[src/rtl/uart_rx_fifo.sv]
// UART 8N1 receiver feeding a first-word-fall-through receive FIFO.
// Ports: clk/reset (async, active-high), uart_in serial pin, rx_pop head
// removal, clr_err sticky clear; rx_data/rx_valid/rx_count FIFO view,
// rx_interrupt one-cycle push pulse, overrun/frame_err sticky status.
module uart_rx_fifo #(
    parameter int CLKS_PER_BIT = 25,
    parameter int DEPTH        = 16,
    parameter int PTR_W        = 4
) (
    input  logic             clk,
    input  logic             reset,
    input  logic             uart_in,
    input  logic             rx_pop,
    input  logic             clr_err,
    output logic [7:0]       rx_data,
    output logic             rx_valid,
    output logic [PTR_W:0]   rx_count,
    output logic             rx_interrupt,
    output logic             overrun,
    output logic             frame_err
);

    localparam int BC_W = $clog2(CLKS_PER_BIT);
    localparam logic [BC_W-1:0] HALF_LIM = BC_W'(CLKS_PER_BIT / 2 - 1);
    localparam logic [BC_W-1:0] BIT_LIM  = BC_W'(CLKS_PER_BIT - 1);

    typedef enum logic [1:0] {IDLE, START, DATA, STOP} state_t;

    state_t          state, state_n;
    logic            sync1, rxs;
    logic [BC_W-1:0] bc;
    logic [2:0]      bit_idx;
    logic [7:0]      shreg;
    logic            term, sample, push_req, frame_set;

    logic [7:0]      mem [DEPTH];
    logic [PTR_W:0]  wr_ptr, rd_ptr;
    logic            full, empty, do_pop, push_ok;

    // Two-flop synchronizer; idle-high so reset loads ones.
    always_ff @(posedge clk or posedge reset) begin
        if (reset) begin
            sync1 <= 1'b1;
            rxs   <= 1'b1;
        end else begin
            sync1 <= uart_in;
            rxs   <= sync1;
        end
    end

    // START only waits half a bit so later samples land mid-bit.
    assign term = (state == START) ? (bc == HALF_LIM) : (bc == BIT_LIM);

    always_comb begin
        state_n   = state;
        sample    = 1'b0;
        push_req  = 1'b0;
        frame_set = 1'b0;
        unique case (state)
            IDLE: begin
                if (!rxs) state_n = START;
            end
            START: begin
                if (term) state_n = rxs ? IDLE : DATA;
            end
            DATA: begin
                if (term) begin
                    sample = 1'b1;
                    if (bit_idx == 3'd7) state_n = STOP;
                end
            end
            STOP: begin
                if (term) begin
                    state_n = IDLE;
                    if (rxs) push_req  = 1'b1;
                    else     frame_set = 1'b1;
                end
            end
            default: state_n = IDLE;
        endcase
    end

    always_ff @(posedge clk or posedge reset) begin
        if (reset) begin
            state   <= IDLE;
            bc      <= '0;
            bit_idx <= '0;
            shreg   <= '0;
        end else begin
            state <= state_n;
            if (state == IDLE || state_n != state || term) bc <= '0;
            else bc <= bc + 1'b1;
            if (state == START) bit_idx <= '0;
            else if (sample) bit_idx <= bit_idx + 3'd1;
            if (sample) shreg <= {rxs, shreg[7:1]};
        end
    end

    assign empty = (wr_ptr == rd_ptr);
    assign full  = (wr_ptr[PTR_W] != rd_ptr[PTR_W]) &&
                   (wr_ptr[PTR_W-1:0] == rd_ptr[PTR_W-1:0]);
    assign do_pop  = rx_pop && !empty;
    // When full, a same-cycle pop frees the slot being written; the old
    // head is consumed this cycle, so overwriting its cell is safe.
    assign push_ok = push_req && (!full || rx_pop);

    always_ff @(posedge clk or posedge reset) begin
        if (reset) begin
            wr_ptr       <= '0;
            rd_ptr       <= '0;
            rx_interrupt <= 1'b0;
            for (int i = 0; i < DEPTH; i++) mem[i] <= '0;
        end else begin
            rx_interrupt <= push_ok;
            if (push_ok) begin
                mem[wr_ptr[PTR_W-1:0]] <= shreg;
                wr_ptr <= wr_ptr + 1'b1;
            end
            if (do_pop) rd_ptr <= rd_ptr + 1'b1;
        end
    end

    // Set events take priority over a coincident clear.
    always_ff @(posedge clk or posedge reset) begin
        if (reset) begin
            overrun   <= 1'b0;
            frame_err <= 1'b0;
        end else begin
            if (push_req && !push_ok) overrun <= 1'b1;
            else if (clr_err)         overrun <= 1'b0;
            if (frame_set)            frame_err <= 1'b1;
            else if (clr_err)         frame_err <= 1'b0;
        end
    end

    assign rx_data  = mem[rd_ptr[PTR_W-1:0]];
    assign rx_valid = !empty;
    assign rx_count = wr_ptr - rd_ptr;

endmodule
[config.mk]
export PLATFORM = sky130hd
export DESIGN_NAME = uart_rx_fifo
export DESIGN_NICKNAME = d
export VERILOG_FILES = /design/src/rtl/uart_rx_fifo.sv
export SDC_FILE = /design/constraint.sdc
export NUM_CORES = 1
export LEC_CHECK = 0
export CAP_MARGIN = 40
export CORE_MARGIN = 2
export CORE_UTILIZATION = 40
export DETAILED_ROUTE_END_ITERATION = 16
export MAX_ROUTING_LAYER = met4
export SYNTH_ARGS = -nofsm -noshare
export SYNTH_HDL_FRONTEND = slang
export SYNTH_SLANG_ARGS = --single-unit
[constraint.sdc]
create_clock -name clk -period 16.3 [get_ports clk]
set_clock_uncertainty 0.05 [all_clocks]
set_input_delay 4.075 -clock clk [delete_from_list [all_inputs] [get_ports clk]]
set_output_delay 4.075 -clock clk [all_outputs]
set_load 0.01 [all_outputs]
Yosys cells after proc, flatten, opt, wreduce, memory -nomap -nowiden. Index checks and enable logic that the tools add are counted.

Word-level logic and storage cells: 90. Register bits: 161. Bits of input ports: 5.

$add $sub $neg: 5. Equality and inequality tests: 10. Multiplexer cells: 28. $lt $le $gt $ge: 3. Reductions and logical operators: 15. Bitwise logic cells: 2.

Operator list (number): $bwmux W128 (1); $bmux W8 S4 (1); $demux W8 S4 (1); $mux W8 (3); $add A5 B1 Y5 const B (3); $mux W1 (12); $mux W2 (6); $ge A5 B5 Y1 const B (2); $not A4 Y5 (2); $pmux W2 S4 (1); $mux W3 (2); $reduce_bool A2 Y1 (3); $eq A5 B4 Y1 const B (1); $eq A5 B5 Y1 (1); $eq A5 B5 Y1 const B (1); $logic_and A1 B1 Y1 (5); $lt A5 B1 Y1 const B (1); $mux W5 (1); $sub A5 B5 Y5 (1); $eq A2 B2 Y1 const B (2); $eq A4 B4 Y1 (1); $add A3 B1 Y3 const B (1); $eq A3 B3 Y1 const B (1); $logic_not A1 Y1 (3); other kinds (5) (7).

Depth between registers and ports, before layout. Gate-level depths: netlist (run 1).

Depth in word-level cells: 8. Mapped depth: 10. Gate-level depth less buffers: 7.

Worst setup path after synthesis (run 1). OpenSTA, ideal clock, no wires.

Path kind: reg2out. Start point: reg rd_ptr[0]. End point: out rx_data[1]. Arrival time: 1.935 ns. Stages on the path, launching flop included: 6. Path buffers: 2. Path slack: 10.240 ns. Cell sequence: dfrtp_1 clkbuf_1 buf_1 mux4_2 a22oi_1 nand2_1.

Cells in the longest elaborated chain, start to end: 4.

Ends and longest elaborated chain: start, declared (line 37) `logic [PTR_W:0] wr_ptr, rd_ptr;`; start signal, assigned (line 119) `if (do_pop) rd_ptr <= rd_ptr + 1'b1;`; $not A4 Y5 (not written as such) (line 136) `assign rx_data = mem[rd_ptr[PTR_W-1:0]];`; $bmux W8 S4 (line 136); $mux W8 (not written as such) (2 in a row) (line 136); end, declared (line 15) `output logic [7:0] rx_data,`.

No other way between the ends. The select of a mux whose other input is x is not followed.

Final worst setup path (run 1).
Start point: reg rd_ptr[0]. End point: out rx_count[4].

Cells in the longest elaborated chain, start to end: 1.

Ends and longest elaborated chain: $sub A5 B5 Y5 (line 138) `assign rx_count = wr_ptr - rd_ptr;`; end, declared (line 17) `output logic [PTR_W:0] rx_count,`.

No other way between the ends.

==> results.cfg, run 1 <==
[place]
gp_congestion = 0.803
io_buffer_count = 21
dp_worst_setup_slack_ns = 9.60
hpwl_um = 10300

[final_layout]
diodes = 0
drive_gt1_frac = 0.418
fill_cells = 1650
area_delta_synth_final_pct = 13.7
final_nets = 546

[clock_network]
cts_root_buf = clkbuf_16
hold_buffers = 0
worstSkewPairLatency_ns = 0.43
cts.sinks = 161
clock_path_buffers = 2
h-tree-depth = 4
path_clk_slew_ns = 0.07
cts_setup_buffers = 0
cts_tree = built
cts_buffers = 17
post_cts_resized = 0

[logic_synthesis]
synth_top_family_by_area = multiplexers
ys_seq_elements = 161
synthCells = 509
synthFlopType = dfrtp_1
yosys_warnings = 0
synth_cell_types = 47
synth_xor_area_frac = 0.0180
synth_top_area_frac = 0.516
async_reset_ff_frac = 1.00
yosysTopAreaCell = dfrtp_1
synth-compound-area-share = 0.0299
synth_area_per_cell_um2 = 15.1
ys_seq_area_frac = 0.523
synthMuxAreaShare = 0.310
yosys.area_share.adder = 0.0221
synth.net_count = 527
synth_area_leaders = dfrtp_1, mux2_2, mux4_2, mux2_4, nor4_4
synth-edff-count = 0
synthTopCellsByCount = dfrtp_1, mux2_2, mux4_2
yosys.cell_count.top_type = dfrtp_1
synth-simple-area-share = 0.0669
synth_area_um2 = 7700

[worst_setup_path]
critPathTopFamily = buffers and inverters
crit_buf_inv = 3
critPathKind = register to primary output
arrival_ns = 2.98
cp.depth = 8
critPathMaxStageDelay_ns = 0.58
worst_r2r_path_depth = 7
cp-start-kind = register
cp.required_ns = 12.18
cp-end-kind = primary output
crit_slowest_cell = buf_4
crit_path_cell_trace = buf_4, ha_1, fa_1, inv_1, a21o_1, a21oi_1, xnor2_1, clkdlybuf4s50_1
crit_path_max_fanout = 36

[grt]
first_global_vias = 4671
grt_remaining_overflow = 0
antenna_found_initial = 0
grt_pass1_wl_um = 26200
grt_max_degree = 78
grt_use_total = 0.177

[pwr]
p_leak_nw = 4.08
ir_drop_v = 0.0000785
power_density_nw_per_um2 = 125
power_mw = 1.10

[outcome]
status = completed

[detailed_routing]
wl_per_cell_um = 20.0
ant_nets = 0
finalWirelength_um = 16100
firstDrtPassIters = 4
viasPerCell = 5.34
dr_total_vias = 4276
post-route-drc-count = 0
first_iter_violations = 164

[timing]
period_needed_ns = 7.10
slew_violations = 0
slew-limit-headroom = 0.402
fin_ws_ns = 9.20
hold_violations = 0
fmax_ghz = 0.141
tns_ns = 0
rsz0062_at_grt = false
setup_viol = 0
final.period_utilization = 0.436
tightestPinTransition_ns = 0.890

[die]
placementRows = 50
core_um2 = 18800
initial_core_util = 0.409
die_x_um = 143
chipHeight_um = 143
io_pins = 22
die_area_um2 = 20400

[hold_path]
hold_depth = 0
hold_path_class = register to register

[flow_run]
cap_violations = 0
per-stage QoR:
stage          hold slack (ns)  std cells  cell area, um2   util
6_report                 0.302        801            8760  0.465
2_1_floorplan            0.295        509            7700      -
3_5_place_dp             0.299        769            8170  0.434
5_1_grt                  0.315        801            8760  0.465
4_1_cts                  0.309        801            8760  0.465
3_3_place_gp             0.297        764            8110  0.431
power by group:
| group | switching, mW | total (mW) | internal, mW | leakage (nW) |
|---|---|---|---|---|
| registers | 0.0231 | 0.441 | 0.418 | 2.20 |
| clock network | 0.168 | 0.400 | 0.232 | 0.274 |
| logic | 0.147 | 0.255 | 0.108 | 1.61 |
flip-flops by register name (all words and copies together) (netlist names):
name and cells:
sync1 1, rx_interrupt 1, rd_ptr 5, wr_ptr 5
rxs 1, mem 128, frame_err 1, bit_idx 3
overrun 1, shreg 8, bc 5, state 2
final timing paths:
path                       startpoint          end  slack [ns]
min                             sync1          rxs        0.30
max in group asynchronous       reset     mem[109]       10.84
min reg2reg                     sync1          rxs        0.30
max reg2reg                 rd_ptr[0]     mem[101]       12.94
min in group asynchronous       reset        bc[3]        4.10
max                         rd_ptr[0]  rx_count[4]        9.20
layout by cell type, fill, tap and decap left out, types with 3 or more instances in the layout:
master           instances
dfrtp_1                158
mux2_2                 109
mux4_2                  32
mux2_4                  24
clkdlybuf4s50_1         21
nand2_1                 18
clkbuf_16               17
a22oi_1                 16
inv_1                   15
nor2_1                  12
ha_1                    12
xnor2_1                  9
nor4_4                   8
buf_4                    8
nand3_1                  6
o21ai_0                  6
inv_6                    6
mux2_1                   6
xor2_1                   5
clkinvlp_4               5
or4_1                    4
nor3_1                   3
worst reg2reg max path, cell delays in order (launching register included):
cell	delay [ns]
dfrtp_2	0.34
buf_4	0.58
ha_1	0.38
and4_1	0.22
nor3b_2	0.16
buf_4	0.24
or4b_1	0.84
mux2_1	0.42
metal layers:
metal	part of all wire	wire length [um]	up-vias	GRT usage
met4	0.0085	136	0	0.0459
met5	0	0	-	-
li1	-	-	1915	-
met3	0.037	587	14	0.0392
met2	0.50	8100	69	0.286
met1	0.45	7230	2278	0.227
cell type report:
cell class / count / area (um2) / area share
timing repair buffer: 30 / 298 / 0.0340
clock buffer: 19 / 443 / 0.0506
clock inverter: 13 / 150 / 0.0171
tap: 260 / 325 / 0.0371
sequential: 161 / 4030 / 0.460
multi-input combinational: 302 / 3450 / 0.393
inverter: 16 / 65.1 / 0.00743
cells by family (layout without fill, tap and decap cells):
family,Yosys count,in the layout
adder cells (fa/ha/maj),13,13
buffers and inverters,46,78
flip-flops,161,161
multiplexers,172,172
AO/OA/AOI/OAI,33,33
AND/OR/NAND/NOR,69,69
XOR/XNOR,15,15
Power figures use the tool's default switching activity.
==> run 2: changes to the inputs <==
==> constraint.sdc (replaced) <==
create_clock -name clk -period 7.3 [get_ports clk]
set_clock_uncertainty 0.05 [all_clocks]
set_input_delay 1.825 -clock clk [delete_from_list [all_inputs] [get_ports clk]]
set_output_delay 1.825 -clock clk [all_outputs]
set_load 0.01 [all_outputs]
==> results.cfg, run 2 (synthesis gave the netlist of run 1 again) <==
[final_layout]
area_delta_synth_final_pct = 15.2
drive_gt1_frac = 0.422
final_cell_mix = dfrtp_1, mux2_2, mux4_2
regMostFlops = mem
final_nets = 548
stdcell_count = 803
reg.largest.list = mem (128), shreg (8)
stdcell_area_um2 = 8870
diodes = 0
largest_register_ffs = 128
final_common_cell = dfrtp_1

[grt]
grt_max_degree = 70
grt_pass1_wl_um = 27100
grt_remaining_overflow = 0
first_global_vias = 4714
grt_use_total = 0.184
antenna_found_initial = 0

[place]
hpwl_um = 10700
place_area_um2 = 8190
io_buffer_count = 21
dp_cells = 771
dp_worst_setup_slack_ns = 2.77
gp_congestion = 0.828

[detailed_routing]
dr_total_vias = 4324
finalWirelength_um = 16300
post-route-drc-count = 0
firstDrtPassIters = 4
viasPerCell = 5.38
ant_nets = 0
wl_per_cell_um = 20.3
first_iter_violations = 253

[die]
die_x_um = 143
chipHeight_um = 143
die_area_um2 = 20400
core_um2 = 18800
placementRows = 50
io_pins = 22
initial_core_util = 0.409

[clock_network]
cts_setup_buffers = 0
cts_tree = built
cts_buffers = 17
hold_buffers = 0
clock_path_buffers = 2
cts_root_buf = clkbuf_16
worstSkewPairLatency_ns = 0.42
cts.sinks = 161
path_clk_slew_ns = 0.06
post_cts_resized = 0
h-tree-depth = 4

[timing]
fin_ws_ns = 2.36
hold_violations = 0
slew-limit-headroom = 0.423
tightestPinTransition_ns = 0.859
setup_viol = 0
tns_ns = 0
whs_ns = 0.306
final.period_utilization = 0.677
rsz0062_at_grt = false
slew_violations = 0
fmax_ghz = 0.202
period_needed_ns = 4.94

[pwr]
ir_drop_v = 0.000201
switching_share = 0.285
pwr-share-clk = 0.396
pwr-share-comb = 0.211
p_int_mw = 1.84
power_density_nw_per_um2 = 290
p_switching_mw = 0.734
p_leak_nw = 4.15
p_seq_frac = 0.393

[worst_setup_path]
crit_path_max_fanout = 21
cp-end-kind = primary output
cp-start-kind = register
crit_path_start = rd_ptr[0]
critPathKind = register to primary output
timing.rr.start = rd_ptr[0]
cp.required_ns = 5.43
arrival_ns = 3.06

[hold_path]
hold_path_class = register to register
min_from = sync1

[flow_run]
cap_violations = 0

[outcome]
status = completed
## run 2: changes by cell type in the layout (fill, tap and decap cells not counted), moves of 2 or more
cell | before | now
clkinvlp_4 | 5 | 2
clkinv_2 | 0 | 2
buf_6 | 0 | 2
bufinv_16 | 2 | 6
inv_6 | 6 | 2
## run 2: final cells by class
type | count | area, um2
Fill cell | 1636 | 9960
Sequential cell | 161 | 4030
Multi-Input combinational cell | 302 | 3450
Clock buffer | 19 | 453
Tap cell | 260 | 325
Timing Repair Buffer | 32 | 320
Clock inverter | 13 | 231
Inverter | 16 | 65.1
## run 2: layer usage
layer,global-route usage,share of wire
met1,0.233,0.43
met2,0.295,0.51
met3,0.0439,0.039
met4,0.0568,0.014
met5,-,0
## run 2: worst paths after layout
check                              to  slack, ns  cells after the start
setup / recovery           rx_data[4]       2.36                      5
setup reg to reg              mem[98]       4.14                      6
max in group asynchronous     mem[44]       4.07                      4
min in group asynchronous       bc[2]       1.72                      2
hold / removal                    rxs       0.31                      0
hold reg to reg                   rxs       0.31                      0
## run 2: power by group through the flow
stage | logic [mW] | clock network, mW | registers (mW)
after floorplan | 0.394 | 0 | 0.984
after global placement | 0.524 | 0 | 1.02
after detailed placement | 0.553 | 0 | 1.03
after CTS | 0.554 | 1.04 | 1.01
after global routing | 0.597 | 1.09 | 1.02
final | 0.543 | 1.02 | 1.01
## run 2: through the flow
step | util | total power, mW
global route | 0.471 | 2.71
finish | 0.471 | 2.57
floorplan | - | 1.38
detailed placement | 0.435 | 1.58
CTS | 0.471 | 2.60
global placement | 0.431 | 1.55
## run 2: critical path, stage by stage (launching register included)
cell             delay (ns)
dfrtp_2                0.71
buf_4                  0.48
mux4_2                 0.55
a22oi_1                0.25
nand2_1                0.13
clkdlybuf4s50_1        0.49
==> run 3: changes to the inputs <==
==> constraint.sdc (replaced) <==
create_clock -name clk -period 4.65 [get_ports clk]
set_clock_uncertainty 0.05 [all_clocks]
set_input_delay 1.1625 -clock clk [delete_from_list [all_inputs] [get_ports clk]]
set_output_delay 1.1625 -clock clk [all_outputs]
set_load 0.01 [all_outputs]
==> results.cfg, run 3 (synthesis gave the netlist of run 1 again) <==
[timing]
slew-limit-headroom = 0.446
period_needed_ns = 3.91
tightestPinTransition_ns = 0.826
hold_violations = 0
fmax_ghz = 0.256
setup_viol = 0
tns_ns = 0
slew_violations = 0
final.period_utilization = 0.840
rsz0062_at_grt = false

[final_layout]
fill_cells = 1607
final_common_cell = dfrtp_1
diodes = 0
final-seq-area_um2 = 4030
regMostFlops = mem
reg.largest.list = mem (128), shreg (8)
final_nets = 552
area_delta_synth_final_pct = 15.5
drive_gt1_frac = 0.415
largest_register_ffs = 128
final_cell_mix = dfrtp_1, mux2_2, mux4_2
multi_input_area_um2 = 3450
final_util = 0.473

[clock_network]
h-tree-depth = 4
post_cts_resized = 0
cts.sinks = 161
cts_setup_buffers = 0
worstSkewPairLatency_ns = 0.42
cts_tree = built
cts_root_buf = clkbuf_16
clock_path_buffers = 2
cts_buffers = 17
hold_buffers = 0
path_clk_slew_ns = 0.06

[detailed_routing]
viasPerCell = 5.39
finalWirelength_um = 16900
post-route-drc-count = 0
firstDrtPassIters = 4
dr_total_vias = 4352
first_iter_violations = 282
wl_per_cell_um = 20.9
ant_nets = 0

[hold_path]
hold_depth = 0
hold_path_class = register to register

[worst_setup_path]
arrival_ns = 2.69
cp-end-kind = primary output
crit_path_cell_trace = buf_4, mux4_2, a22oi_1, nand2_1, clkdlybuf4s50_1
crit_slowest_cell = mux4_2
worst_r2r_path_depth = 7
critPathMaxStageDelay_ns = 0.57
cp.required_ns = 3.44
cp-start-kind = register
critPathTopFamily = buffers and inverters
crit_buf_inv = 2
critPathKind = register to primary output
crit_path_max_fanout = 34
cp.depth = 5

[grt]
grt_use_total = 0.188
antenna_found_initial = 0
grt_remaining_overflow = 0
grt_pass1_wl_um = 27600
first_global_vias = 4718
grt_max_degree = 84

[pwr]
p_leak_nw = 4.16
power_mw = 4.04
ir_drop_v = 0.000226
power_density_nw_per_um2 = 454

[die]
io_pins = 22
chipHeight_um = 143
core_um2 = 18800
initial_core_util = 0.409
placementRows = 50
die_x_um = 143
die_area_um2 = 20400

[place]
gp_congestion = 0.761
hpwl_um = 10700
io_buffer_count = 21

[flow_run]
cap_violations = 0

[outcome]
status = completed
==> run 3: cell types whose count changed in the layout (fill, tap and decap cells not counted), moves of 2 or more <==
cell / delta
buf_12: +2
clkbuf_1: +6
clkinv_4: -2
clkinv_2: -2
buf_6: +2
inv_6: -2
==> run 3: worst paths after layout <==
check,slack [ns],from,end
setup reg to reg,1.73,rd_ptr[2],mem[101]
hold / removal,0.31,sync1,rxs
min in group asynchronous,1.15,reset,shreg[3]
max in group asynchronous,2.52,reset,sync1
setup / recovery,0.74,rd_ptr[1],rx_data[0]
hold reg to reg,0.31,sync1,rxs
==> run 3: cell type report <==
| class | instances | area share |
|---|---|---|
| Sequential cell | 161 | 0.453 |
| Timing Repair Buffer | 36 | 0.0408 |
| Tap cell | 260 | 0.0366 |
| Multi-Input combinational cell | 302 | 0.387 |
| Clock inverter | 6 | 0.0202 |
| Clock buffer | 26 | 0.0550 |
| Inverter | 16 | 0.00717 |
==> run 3: layer usage <==
layer / part of all wire / vias up / global-route usage / wire length [um]
met1: 0.45 / 2320 / 0.240 / 7630
met3: 0.048 / 16 / 0.0577 / 814
met4: 0.0096 / 0 / 0.0448 / 162
li1: - / 1933 / - / -
met2: 0.49 / 83 / 0.296 / 8270
met5: 0 / - / - / 0
==> run 3: report_power, final <==
part           total [mW]  internal (mW)  switching [mW]
registers            1.55           1.46          0.0898
clock network        1.59           1.05           0.541
logic               0.891          0.391           0.500
==> run 3: metrics by stage <==
stage | hold slack (ns) | instances | instance area [um2] | worst slack, ns
after global routing | 0.314 | 807 | 8900 | 0.586
after global placement | 0.297 | 770 | 8180 | 1.19
after detailed placement | 0.299 | 775 | 8230 | 1.18
after floorplan | 0.295 | 509 | 7710 | 1.40
final | 0.308 | 807 | 8900 | 0.744
after CTS | 0.308 | 807 | 8900 | 0.704
